## src/rtl/run_seq_pkg.sv

```systemverilog
// Shared types and default constants for the run sequencer.
package run_seq_pkg;

  typedef enum logic [1:0] {
    IDLE = 2'd0,
    CRST = 2'd1,
    REQ  = 2'd2,
    RUN  = 2'd3
  } run_state_t;

  localparam int CW_DEF         = 16;
  localparam int RST_CYCLES_DEF = 2;
  localparam int TIMEOUT_DEF    = 4096;

endpackage

```

## src/rtl/sat_counter.sv

```systemverilog
// Up-counter with synchronous clear, count enable and saturation at all-ones.
module sat_counter #(
  parameter int W = 16
) (
  input  logic         i_clk,
  input  logic         i_reset,
  input  logic         i_clr,
  input  logic         i_en,
  output logic [W-1:0] o_count
);

  logic [W-1:0] r_count;

  always_ff @(posedge i_clk or posedge i_reset) begin
    if (i_reset) begin
      r_count <= '0;
    end else if (i_clr) begin
      r_count <= '0;
    end else if (i_en && (r_count != {W{1'b1}})) begin
      r_count <= r_count + 1'b1;
    end
  end

  assign o_count = r_count;

endmodule

```

## src/rtl/run_sequencer.sv

```systemverilog
// Launch controller for the core: reset pulse, one-cycle request, cycle count until done.
// Optional watchdog abort is compiled in when RUN_TIMEOUT_EN is defined.
module run_sequencer
  import run_seq_pkg::*;
#(
  parameter int CW         = CW_DEF,
  parameter int RST_CYCLES = RST_CYCLES_DEF,
  parameter int TIMEOUT    = TIMEOUT_DEF
) (
  input  logic          i_clk,
  input  logic          i_reset,
  input  logic          i_start,
  output logic          o_busy,
  output logic          o_run_done,
  output logic          o_timed_out,
  output logic [CW-1:0] o_cycle_count,
  output logic          o_core_reset,
  output logic          o_core_req,
  input  logic          i_core_done
);

  run_state_t   r_state;
  logic [3:0]   r_rst_cnt;
  logic         r_core_reset;
  logic         r_core_req;
  logic         r_busy;
  logic         r_run_done;
  logic         w_launch;
  logic         w_cnt_en;
  logic         w_wd_fire;
  logic [CW-1:0] w_count;

  assign w_launch = (r_state == IDLE) && i_start;
  assign w_cnt_en = (r_state == REQ) || ((r_state == RUN) && !i_core_done);

  sat_counter #(.W(CW)) u_cycle_cnt (
    .i_clk   (i_clk),
    .i_reset (i_reset),
    .i_clr   (w_launch),
    .i_en    (w_cnt_en),
    .o_count (w_count)
  );

`ifdef RUN_TIMEOUT_EN
  logic r_timed_out;

  // done has priority: the watchdog only fires on a RUN edge with done low
  assign w_wd_fire = (r_state == RUN) && !i_core_done &&
                     ((32'(w_count) + 32'd1) == 32'(TIMEOUT));

  always_ff @(posedge i_clk or posedge i_reset) begin
    if (i_reset) begin
      r_timed_out <= 1'b0;
    end else if (w_launch) begin
      r_timed_out <= 1'b0;
    end else if (w_wd_fire) begin
      r_timed_out <= 1'b1;
    end
  end

  assign o_timed_out = r_timed_out;
`else
  logic [31:0] w_unused_timeout;

  assign w_unused_timeout = 32'(TIMEOUT);
  assign w_wd_fire        = 1'b0;
  assign o_timed_out      = 1'b0;
`endif

  always_ff @(posedge i_clk or posedge i_reset) begin
    if (i_reset) begin
      r_state      <= IDLE;
      r_rst_cnt    <= '0;
      r_core_reset <= 1'b1;
      r_core_req   <= 1'b0;
      r_busy       <= 1'b0;
      r_run_done   <= 1'b0;
    end else begin
      case (r_state)
        IDLE: begin
          r_core_reset <= 1'b0;
          r_core_req   <= 1'b0;
          if (i_start) begin
            r_state      <= CRST;
            r_rst_cnt    <= 4'(RST_CYCLES - 1);
            r_core_reset <= 1'b1;
            r_busy       <= 1'b1;
            r_run_done   <= 1'b0;
          end
        end
        CRST: begin
          if (r_rst_cnt == 4'd0) begin
            r_state      <= REQ;
            r_core_reset <= 1'b0;
            r_core_req   <= 1'b1;
          end else begin
            r_rst_cnt <= r_rst_cnt - 4'd1;
          end
        end
        REQ: begin
          r_state    <= RUN;
          r_core_req <= 1'b0;
        end
        RUN: begin
          if (i_core_done) begin
            r_state    <= IDLE;
            r_busy     <= 1'b0;
            r_run_done <= 1'b1;
          end else if (w_wd_fire) begin
            r_state <= IDLE;
            r_busy  <= 1'b0;
          end
        end
        default: r_state <= IDLE;
      endcase
    end
  end

  assign o_busy        = r_busy;
  assign o_run_done    = r_run_done;
  assign o_cycle_count = w_count;
  assign o_core_reset  = r_core_reset;
  assign o_core_req    = r_core_req;

endmodule

```

## config.mk

```make
export PLATFORM = sky130hd
export DESIGN_NAME = run_sequencer
export DESIGN_NICKNAME = d
export VERILOG_FILES = /design/src/rtl/run_seq_pkg.sv /design/src/rtl/sat_counter.sv /design/src/rtl/run_sequencer.sv
export SDC_FILE = /design/constraint.sdc
export NUM_CORES = 1
export LEC_CHECK = 0
export CAP_MARGIN = 20
export CELL_PAD_IN_SITES_DETAIL_PLACEMENT = 1
export CELL_PAD_IN_SITES_GLOBAL_PLACEMENT = 1
export CORE_MARGIN = 4
export CORE_UTILIZATION = 43
export CTS_CLUSTER_DIAMETER = 120
export DETAILED_ROUTE_END_ITERATION = 8
export PLACE_DENSITY_LB_ADDON = 0.1
export REMOVE_ABC_BUFFERS = 1
export SLEW_MARGIN = 10
export SYNTH_ARGS = -nofsm -noshare
export SYNTH_HDL_FRONTEND = slang
export SYNTH_SLANG_ARGS = --single-unit
```

## constraint.sdc

```tcl
create_clock -name i_clk -period 4.4 [get_ports i_clk]
set_clock_uncertainty 0.05 [all_clocks]
set_input_delay 0.88 -clock i_clk [delete_from_list [all_inputs] [get_ports i_clk]]
set_output_delay 0.88 -clock i_clk [all_outputs]
set_load 0.01 [all_outputs]
```

==> results of run 1 <==
tightest hold or removal path: stages, from the launching register on:
cell	delay [ns]
dfrtp_1	0.38
nand2_1	0.05
o21ai_0	0.07
cell families (layout without fill, tap and decap cells):
logic type	Yosys count	count (layout)	synth area share, %
fa+ha+maj	7	7	5.47
mux	2	2	1.25
other cells	1	1	0.234
compound gates	56	56	23.6
flops	26	26	40.7
simple gates	64	64	23.3
buf+inv	18	37	5.39
synthesized netlist by cell type (all sizes together):
cell type	instances
dfrtp	25
a21oi	16
o21ai	14
nand2	13
nor2	11
inv	9
ha	7
o31ai	7
nand3	6
or4	6
clkbuf	5
nand4	5
buf	4
nor3	4
nor4	4
o211ai	4
or3	4
and3	2
and4	2
mux2i	2
nand2b	2
nor2b	2
a211oi	1
a21o	1
a221oi	1
a22oi	1
a41o	1
and2	1
conb	1
dfstp	1
nor3b	1
o2111ai	1
o21a	1
o21bai	1
o221ai	1
o22ai	1
o311a	1
o311ai	1
o31a	1
o32ai	1
o41ai	1
or3b	1
power breakdown:
group / switching [mW] / leakage [nW] / total [mW] / internal [mW]
logic: 0.249 / 0.405 / 0.420 / 0.170
clock network: 0.0801 / 0.0288 / 0.160 / 0.0801
registers: 0.0566 / 0.342 / 0.349 / 0.292
total: 0.386 / 0.775 / 0.929 / 0.543
how the worst max path moves through the flow:
stage	endpoint	cells past startpoint
floorplan	u_cycle_cnt.o_count[3]$_DFFE_PP0P_	4
CTS	u_cycle_cnt.o_count[7]$_DFFE_PP0P_	5
global route	u_cycle_cnt.o_count[3]$_DFFE_PP0P_	5
detailed placement	u_cycle_cnt.o_count[7]$_DFFE_PP0P_	5
finish	u_cycle_cnt.o_count[7]$_DFFE_PP0P_	5
global placement	u_cycle_cnt.o_count[7]$_DFFE_PP0P_	5
cell type report:
| class | count | share of cell area, % |
|---|---|---|
| Tap cell | 46 | 3.00 |
| Sequential cell | 26 | 34.0 |
| Clock buffer | 4 | 2.87 |
| Inverter | 9 | 1.76 |
| Multi-Input combinational cell | 130 | 44.9 |
| Timing Repair Buffer | 24 | 13.4 |
flip-flops by register name (all words and copies together), names as in the netlist:
signal / flops
o_core_req: 1
o_busy: 1
r_rst_cnt: 4
o_run_done: 1
r_state: 2
u_cycle_cnt.o_count: 16
o_core_reset: 1
routing by layer:
layer / part of all wire, % / wire length (um)
met2: 53 / 2220
met5: 0 / 0
met3: 1.9 / 81
met4: 1.7 / 71
met1: 43 / 1810
per-stage QoR:
step                      instance area [um2]  util [%]  worst slack (ns)  std cells
after detailed placement                 1840      52.9              1.27        234
final                                    1920      55.3              1.52        239
after global routing                     1920      55.3              1.41        239
after CTS                                1890      54.5              1.54        238
after global placement                   1840      52.9              1.37        234
after floorplan                          1550         -              2.05        165
==> results_dict.tcl, run 1 <==
set metrics [dict create \
    cts-root-buf "clkbuf_8" \
    diodes 0 \
    finalMaxSlewViolations 0 \
    ctsHoldBuffers 0 \
    synth_area_leader_cell "dfrtp_1" \
    top_usage_layer "met2" \
    path_clk_slew_ns 0.10 \
    drive_gt1_share_pct 7.77 \
    portBuffers 23 \
    fmax_ghz 0.347 \
    run_status "complete, no violations" \
    layout_commonest_cell "dfrtp_1" \
    grt_pass1_vias 1559 \
    ys_ff_latch 26 \
    power.density_mw_per_mm2 484 \
    routabilityCongestion 0.828 \
    syn_area_mm2 0.00160 \
    min_from "o_busy$_DFFE_PP0P_" \
    cp_cell_sequence "clkdlybuf4s50_1 -> nor2b_1 -> nor2_1 -> or4_1 -> a21oi_1" \
    clock_latency_ns 0.27 \
    grtUsageMet3_pct 2.03 \
    hold_viol 0 \
    setup_viol 0 \
    clockBufferDepth 2 \
    cts_max_level 1 \
    cts_inserted_buffers 3 \
    post_cts_buffers 0 \
    chipWidth_um 69.0 \
    start_util_pct 46.1 \
    peakVddDrop_mv 0.310 \
    whs_endpoint "o_busy$_DFFE_PP0P_" \
    grt_use_total_pct 18.1 \
    max_stage_delay_ns 0.69 \
    core_mm2 0.00347 \
    register_area_um2 652 \
    viasPerCell 6.10 \
    fin_crit_ns 2.88 \
    syn_to_final_growth_pct 19.9 \
    post_cts_resized 0 \
    drt_iter0_drc 72 \
    yosys-top-cells-area "dfrtp_1, ha_1, a21oi_1" \
    yosys_warnings 0 \
    cts_tree "yes" \
    ant_nets 0 \
    slowest_stage "nor2b_1" \
    start_kind "input pin" \
    wl_per_cell_um 17.5 \
    grt_use_met1_pct 21.4 \
    met2_usage_pct 33.7 \
    final_nets 205 \
    nFillCells 421 \
    yosys.area.top_type_share_pct 39.1 \
    post-route-period-util_pct 65.4 \
    crit_type "in -> reg" \
    boundaryPins 25 \
    yosysSeqAreaShare_pct 40.7 \
    grt_first_pass_wirelength_um 7340 \
    startpoint "i_core_done" \
    tightestPinTransition_ns 0.866 \
    rsz0062_at_grt "false" \
    power_leakage_nw 0.775 \
    first_pass_iters 4 \
    wirelength_um 4180 \
    vias 1457 \
    required_ns 4.55 \
    cts.sinks 26 \
    end_kind "flop" \
    grt_max_degree 27 \
    whs_ns 0.485 \
    holdCritPathClass "reg -> reg" \
    antenna_found_initial 0 \
    cp_top_family "simple AND/OR/NAND/NOR gates" \
    rr_endpoint "u_cycle_cnt.o_count[7]$_DFFE_PP0P_" \
    finalPower_uw 929 \
    final_cell_mix "dfrtp_1, clkdlybuf4s50_1, a21oi_1" \
    post-dp-hpwl_um 3080 \
    critPathMaxFanout 10 \
    relSlewSlack_pct 42.1 \
    drv_cap 0 \
    syn_avg_cell_area_um2 9.20 \
    path_buf_inv 1 \
    rr_worst_depth 5 \
    cp.arrival_ns 3.03 \
    r2r_setup_slack_ns 1.91 \
    r2r_start "r_state[0]$_DFFE_PP0P_" \
    finalSetupTns_ns 0 \
    hold_depth 2 \
    multi_input_area_um2 862 \
    post_synth_num_cell_types 52 \
    rows 21 \
    die_h_um 69.0 \
    synth_cells 174 \
    grt_overflow_total 0 \
    route.detailed.drc 0 \
    die_area_mm2 0.00476 \
]
(Power assumes the default switching activity.)
==> inputs of run 2 (changes only) <==
CORE_UTILIZATION = 40   (was 43)
clock period = 2.8 ns   (was 4.4 ns; I/O delays follow)
==> results_dict.tcl, run 2 (same netlist as run 1, synthesis figures left out) <==
set metrics [dict create \
    end_kind "flop" \
    setup_ws_ns 0.748 \
    rows 22 \
    power_leakage_nw 0.773 \
    grt_overflow_total 0 \
    cts.sinks 26 \
    hold_viol 0 \
    vias 1445 \
    die_h_um 71.3 \
    start_kind "flop" \
    setup_viol 0 \
    holdCritPathClass "reg -> reg" \
    grt_pass1_vias 1457 \
    drive_gt1_share_pct 8.25 \
    core_mm2 0.00377 \
    stdcell_count 242 \
    critPathMaxFanout 15 \
    numPlacedInstances 238 \
    die_area_mm2 0.00508 \
    fin_crit_ns 2.05 \
    clock_latency_ns 0.28 \
    required_ns 2.90 \
    boundaryPins 25 \
    crit_type "reg -> reg" \
    relSlewSlack_pct 54.0 \
    power.density_mw_per_mm2 756 \
    start_util_pct 42.4 \
    ant_nets 0 \
    route.detailed.drc 0 \
    fin_area_mm2 0.00191 \
    tightestPinTransition_ns 0.684 \
    grt_first_pass_wirelength_um 7100 \
    grt_use_total_pct 17.2 \
    post-dp-hpwl_um 2880 \
    drv_cap 0 \
    first_pass_iters 4 \
    portBuffers 23 \
    cts_tree "yes" \
    wl_per_cell_um 16.2 \
    cts_max_level 1 \
    peakVddDrop_mv 0.376 \
    post-route-period-util_pct 73.3 \
    final_cell_mix "dfrtp_1, clkdlybuf4s50_1, a21oi_1" \
    post_cts_resized 0 \
    clockBufferDepth 2 \
    diodes 0 \
    final_nets 206 \
    ctsHoldBuffers 0 \
    run_status "complete, no violations" \
    finalSetupTns_ns 0 \
    rsz0062_at_grt "false" \
    antenna_found_initial 0 \
    fmax_ghz 0.487 \
    post_cts_buffers 0 \
    dp_slack_ns 0.494 \
    path_clk_slew_ns 0.10 \
    drt_iter0_drc 58 \
    chipWidth_um 71.3 \
    cts-root-buf "clkbuf_8" \
    placed_area_mm2 0.00185 \
    largest_reg_flops 16 \
    syn_to_final_growth_pct 19.2 \
    grt_max_degree 27 \
    cts_inserted_buffers 3 \
    cp.arrival_ns 2.15 \
    layout_commonest_cell "dfrtp_1" \
    routabilityCongestion 0.797 \
    finalMaxSlewViolations 0 \
    wirelength_um 3920 \
    whs_ns 0.458 \
    viasPerCell 5.97 \
]
==> run 2: cell types whose count changed in the layout (fill, tap and decap cells not counted), sizes merged <==
cell,previous run,this run
buf,1,2
==> run 2: power by group <==
group	internal [mW]	switching [mW]	total, mW
Clock	0.126	0.127	0.253
Sequential	0.459	0.0825	0.542
Combinational	0.267	0.380	0.647
==> run 2: final timing paths <==
kind | startpoint | to | slack [ns] | cells past startpoint
min in group asynchronous | i_reset | u_cycle_cnt.o_count[9]$_DFFE_PP0P_ | 0.58 | 3
setup reg to reg | u_cycle_cnt.o_count[0]$_DFFE_PP0P_ | u_cycle_cnt.o_count[4]$_DFFE_PP0P_ | 0.75 | 5
setup / recovery | u_cycle_cnt.o_count[0]$_DFFE_PP0P_ | u_cycle_cnt.o_count[4]$_DFFE_PP0P_ | 0.75 | 5
max in group asynchronous | i_reset | o_core_reset$_DFFE_PP1P_ | 1.81 | 3
hold reg to reg | o_core_reset$_DFFE_PP1P_ | o_core_reset$_DFFE_PP1P_ | 0.46 | 2
hold / removal | o_core_reset$_DFFE_PP1P_ | o_core_reset$_DFFE_PP1P_ | 0.46 | 2
==> run 2: per-stage QoR <==
stage	power (mW)	utilization (%)
5_1_grt	1.58	50.6
3_3_place_gp	1.17	49.1
3_5_place_dp	1.20	49.1
4_1_cts	1.46	50.6
6_report	1.44	50.6
2_1_floorplan	0.971	-
==> run 2: worst max-delay path: stages, from the launching register on <==
cell	delay, ns
dfrtp_1	0.45
ha_1	0.21
nand4_1	0.26
nor4_4	0.67
or3_2	0.23
a21oi_1	0.06
==> run 2: layout make-up <==
type,count,area [um2]
Fill cell,444,1860
Multi-Input combinational cell,130,862
Sequential cell,26,652
Timing Repair Buffer,25,245
Tap cell,48,60.1
Clock buffer,4,55.1
Inverter,9,33.8
==> run 2: per-layer routing <==
layer	vias up	global-route usage, %	wire length [um]
li1	694	-	-
met4	0	5.64	44
met5	-	0	0
met3	4	2.10	79
met2	15	30.2	2040
met1	732	21.8	1760
==> inputs of run 3 (changes only) <==
CORE_UTILIZATION = 36   (was 40)
clock period = 1.8 ns   (was 2.8 ns; I/O delays follow)
==> results_dict.tcl, run 3 (same netlist as run 1, synthesis figures left out) <==
set metrics [dict create \
    run_status "complete, no violations" \
    cp_cell_sequence "clkdlybuf4s50_1" \
    start_kind "flop" \
    wirelength_um 4920 \
    vias 1586 \
    start_util_pct 38.6 \
    nFillCells 484 \
    fmax_ghz 0.572 \
    final_util_pct 56.3 \
    finalSetupTns_ns 0 \
    grt_use_total_pct 18.1 \
    setup_viol 0 \
    final_nets 242 \
    wl_per_cell_um 17.6 \
    drive_gt1_share_pct 32.6 \
    grt_pass1_vias 1683 \
    required_ns 1.39 \
    boundaryPins 25 \
    grt_overflow_total 0 \
    critPathMaxFanout 2 \
    cts_tree "yes" \
    cts_inserted_buffers 3 \
    chipWidth_um 74.7 \
    ant_nets 0 \
    rows 23 \
    core_mm2 0.00414 \
    final_cell_mix "buf_4, dfrtp_1, clkdlybuf4s50_1" \
    finalMaxSlewViolations 0 \
    crit_type "reg -> out" \
    r2r_setup_slack_ns 0.05 \
    rsz0062_at_grt "true" \
    largest_reg_flops 16 \
    drv_cap 0 \
    first_pass_iters 4 \
    multi_input_area_um2 966 \
    fin_crit_ns 1.75 \
    peakVddDrop_mv 0.644 \
    die_h_um 74.7 \
    grt_use_met1_pct 20.1 \
    routabilityCongestion 0.874 \
    cts_max_level 1 \
    dp_slack_ns -0.255 \
    cp_top_family "flip-flops" \
    rr_endpoint "u_cycle_cnt.o_count[6]$_DFFE_PP0P_" \
    post-dp-hpwl_um 3720 \
    hold_viol 0 \
    clockBufferDepth 2 \
    rr_worst_depth 7 \
    power.density_mw_per_mm2 1180 \
    grt_max_degree 20 \
    grtUsageMet3_pct 2.54 \
    path_buf_inv 1 \
    met2_usage_pct 34.6 \
    holdCritPathClass "in -> async" \
    finalPower_mw 2.74 \
    cts.sinks 26 \
    register_area_um2 653 \
    syn_to_final_growth_pct 45.7 \
    cp.arrival_ns 1.34 \
    top_usage_layer "met2" \
    path_clk_slew_ns 0.10 \
    r2r_start "r_state[0]$_DFFE_PP0P_" \
    clock_latency_ns 0.28 \
    layout_commonest_cell "buf_4" \
    viasPerCell 5.66 \
    drt_iter0_drc 44 \
    setup_ws_ns 0.0524 \
    max_stage_delay_ns 0.54 \
    antenna_found_initial 0 \
    cts-root-buf "clkbuf_8" \
    grt_first_pass_wirelength_um 7780 \
    portBuffers 23 \
    diodes 0 \
    route.detailed.drc 0 \
    power_leakage_nw 0.997 \
    end_kind "output port" \
    slowest_stage "dfstp_2" \
    whs_ns 0.296 \
    post-route-period-util_pct 97.1 \
    die_area_mm2 0.00558 \
]
[run 3: timing repair]
| action | 4_1_cts | 5_1_grt |
|---|---|---|
| setup buffers | 1 | 2 |
| endpoints found under the hold margin | 0 | 0 |
| hold buffers | 0 | 0 |
| cloned | 0 | 0 |
| resized for setup | 3 | 28 |
| setup endpoints to repair | 9 | 18 |
| pin swaps | 0 | 8 |
[run 3: cell type report]
| class | instances | area share [%] |
|---|---|---|
| Timing Repair Buffer | 61 | 24.1 |
| Tap cell | 50 | 2.68 |
| Sequential cell | 26 | 28.0 |
| Multi-Input combinational cell | 130 | 41.4 |
| Clock buffer | 4 | 2.36 |
| Inverter | 9 | 1.45 |
[run 3: power by group]
part | switching, mW | internal, mW
Sequential | 0.109 | 0.714
Clock | 0.198 | 0.196
Combinational | 0.771 | 0.752
[run 3: worst max-delay path by stage]
stage / start / endpoint / depth (start not counted)
6_report: o_core_reset$_DFFE_PP1P_ / o_core_reset / 1
5_1_grt: r_state[0]$_DFFE_PP0P_ / u_cycle_cnt.o_count[6]$_DFFE_PP0P_ / 7
4_1_cts: u_cycle_cnt.o_count[0]$_DFFE_PP0P_ / u_cycle_cnt.o_count[7]$_DFFE_PP0P_ / 6
3_5_place_dp: i_core_done / u_cycle_cnt.o_count[9]$_DFFE_PP0P_ / 6
3_3_place_gp: i_core_done / u_cycle_cnt.o_count[14]$_DFFE_PP0P_ / 6
2_1_floorplan: r_state[0]$_DFFE_PP0P_ / u_cycle_cnt.o_count[3]$_DFFE_PP0P_ / 5
[run 3: metrics by stage]
step	cells	instance area (um2)
CTS	279	2210
floorplan	165	1550
finish	280	2330
global route	280	2330
global placement	274	2140
detailed placement	274	2140
[run 3: metal layers]
metal	routed length [um]	up-vias
met5	0	-
li1	-	766
met3	119	10
met4	126	0
met1	1960	788
met2	2710	22
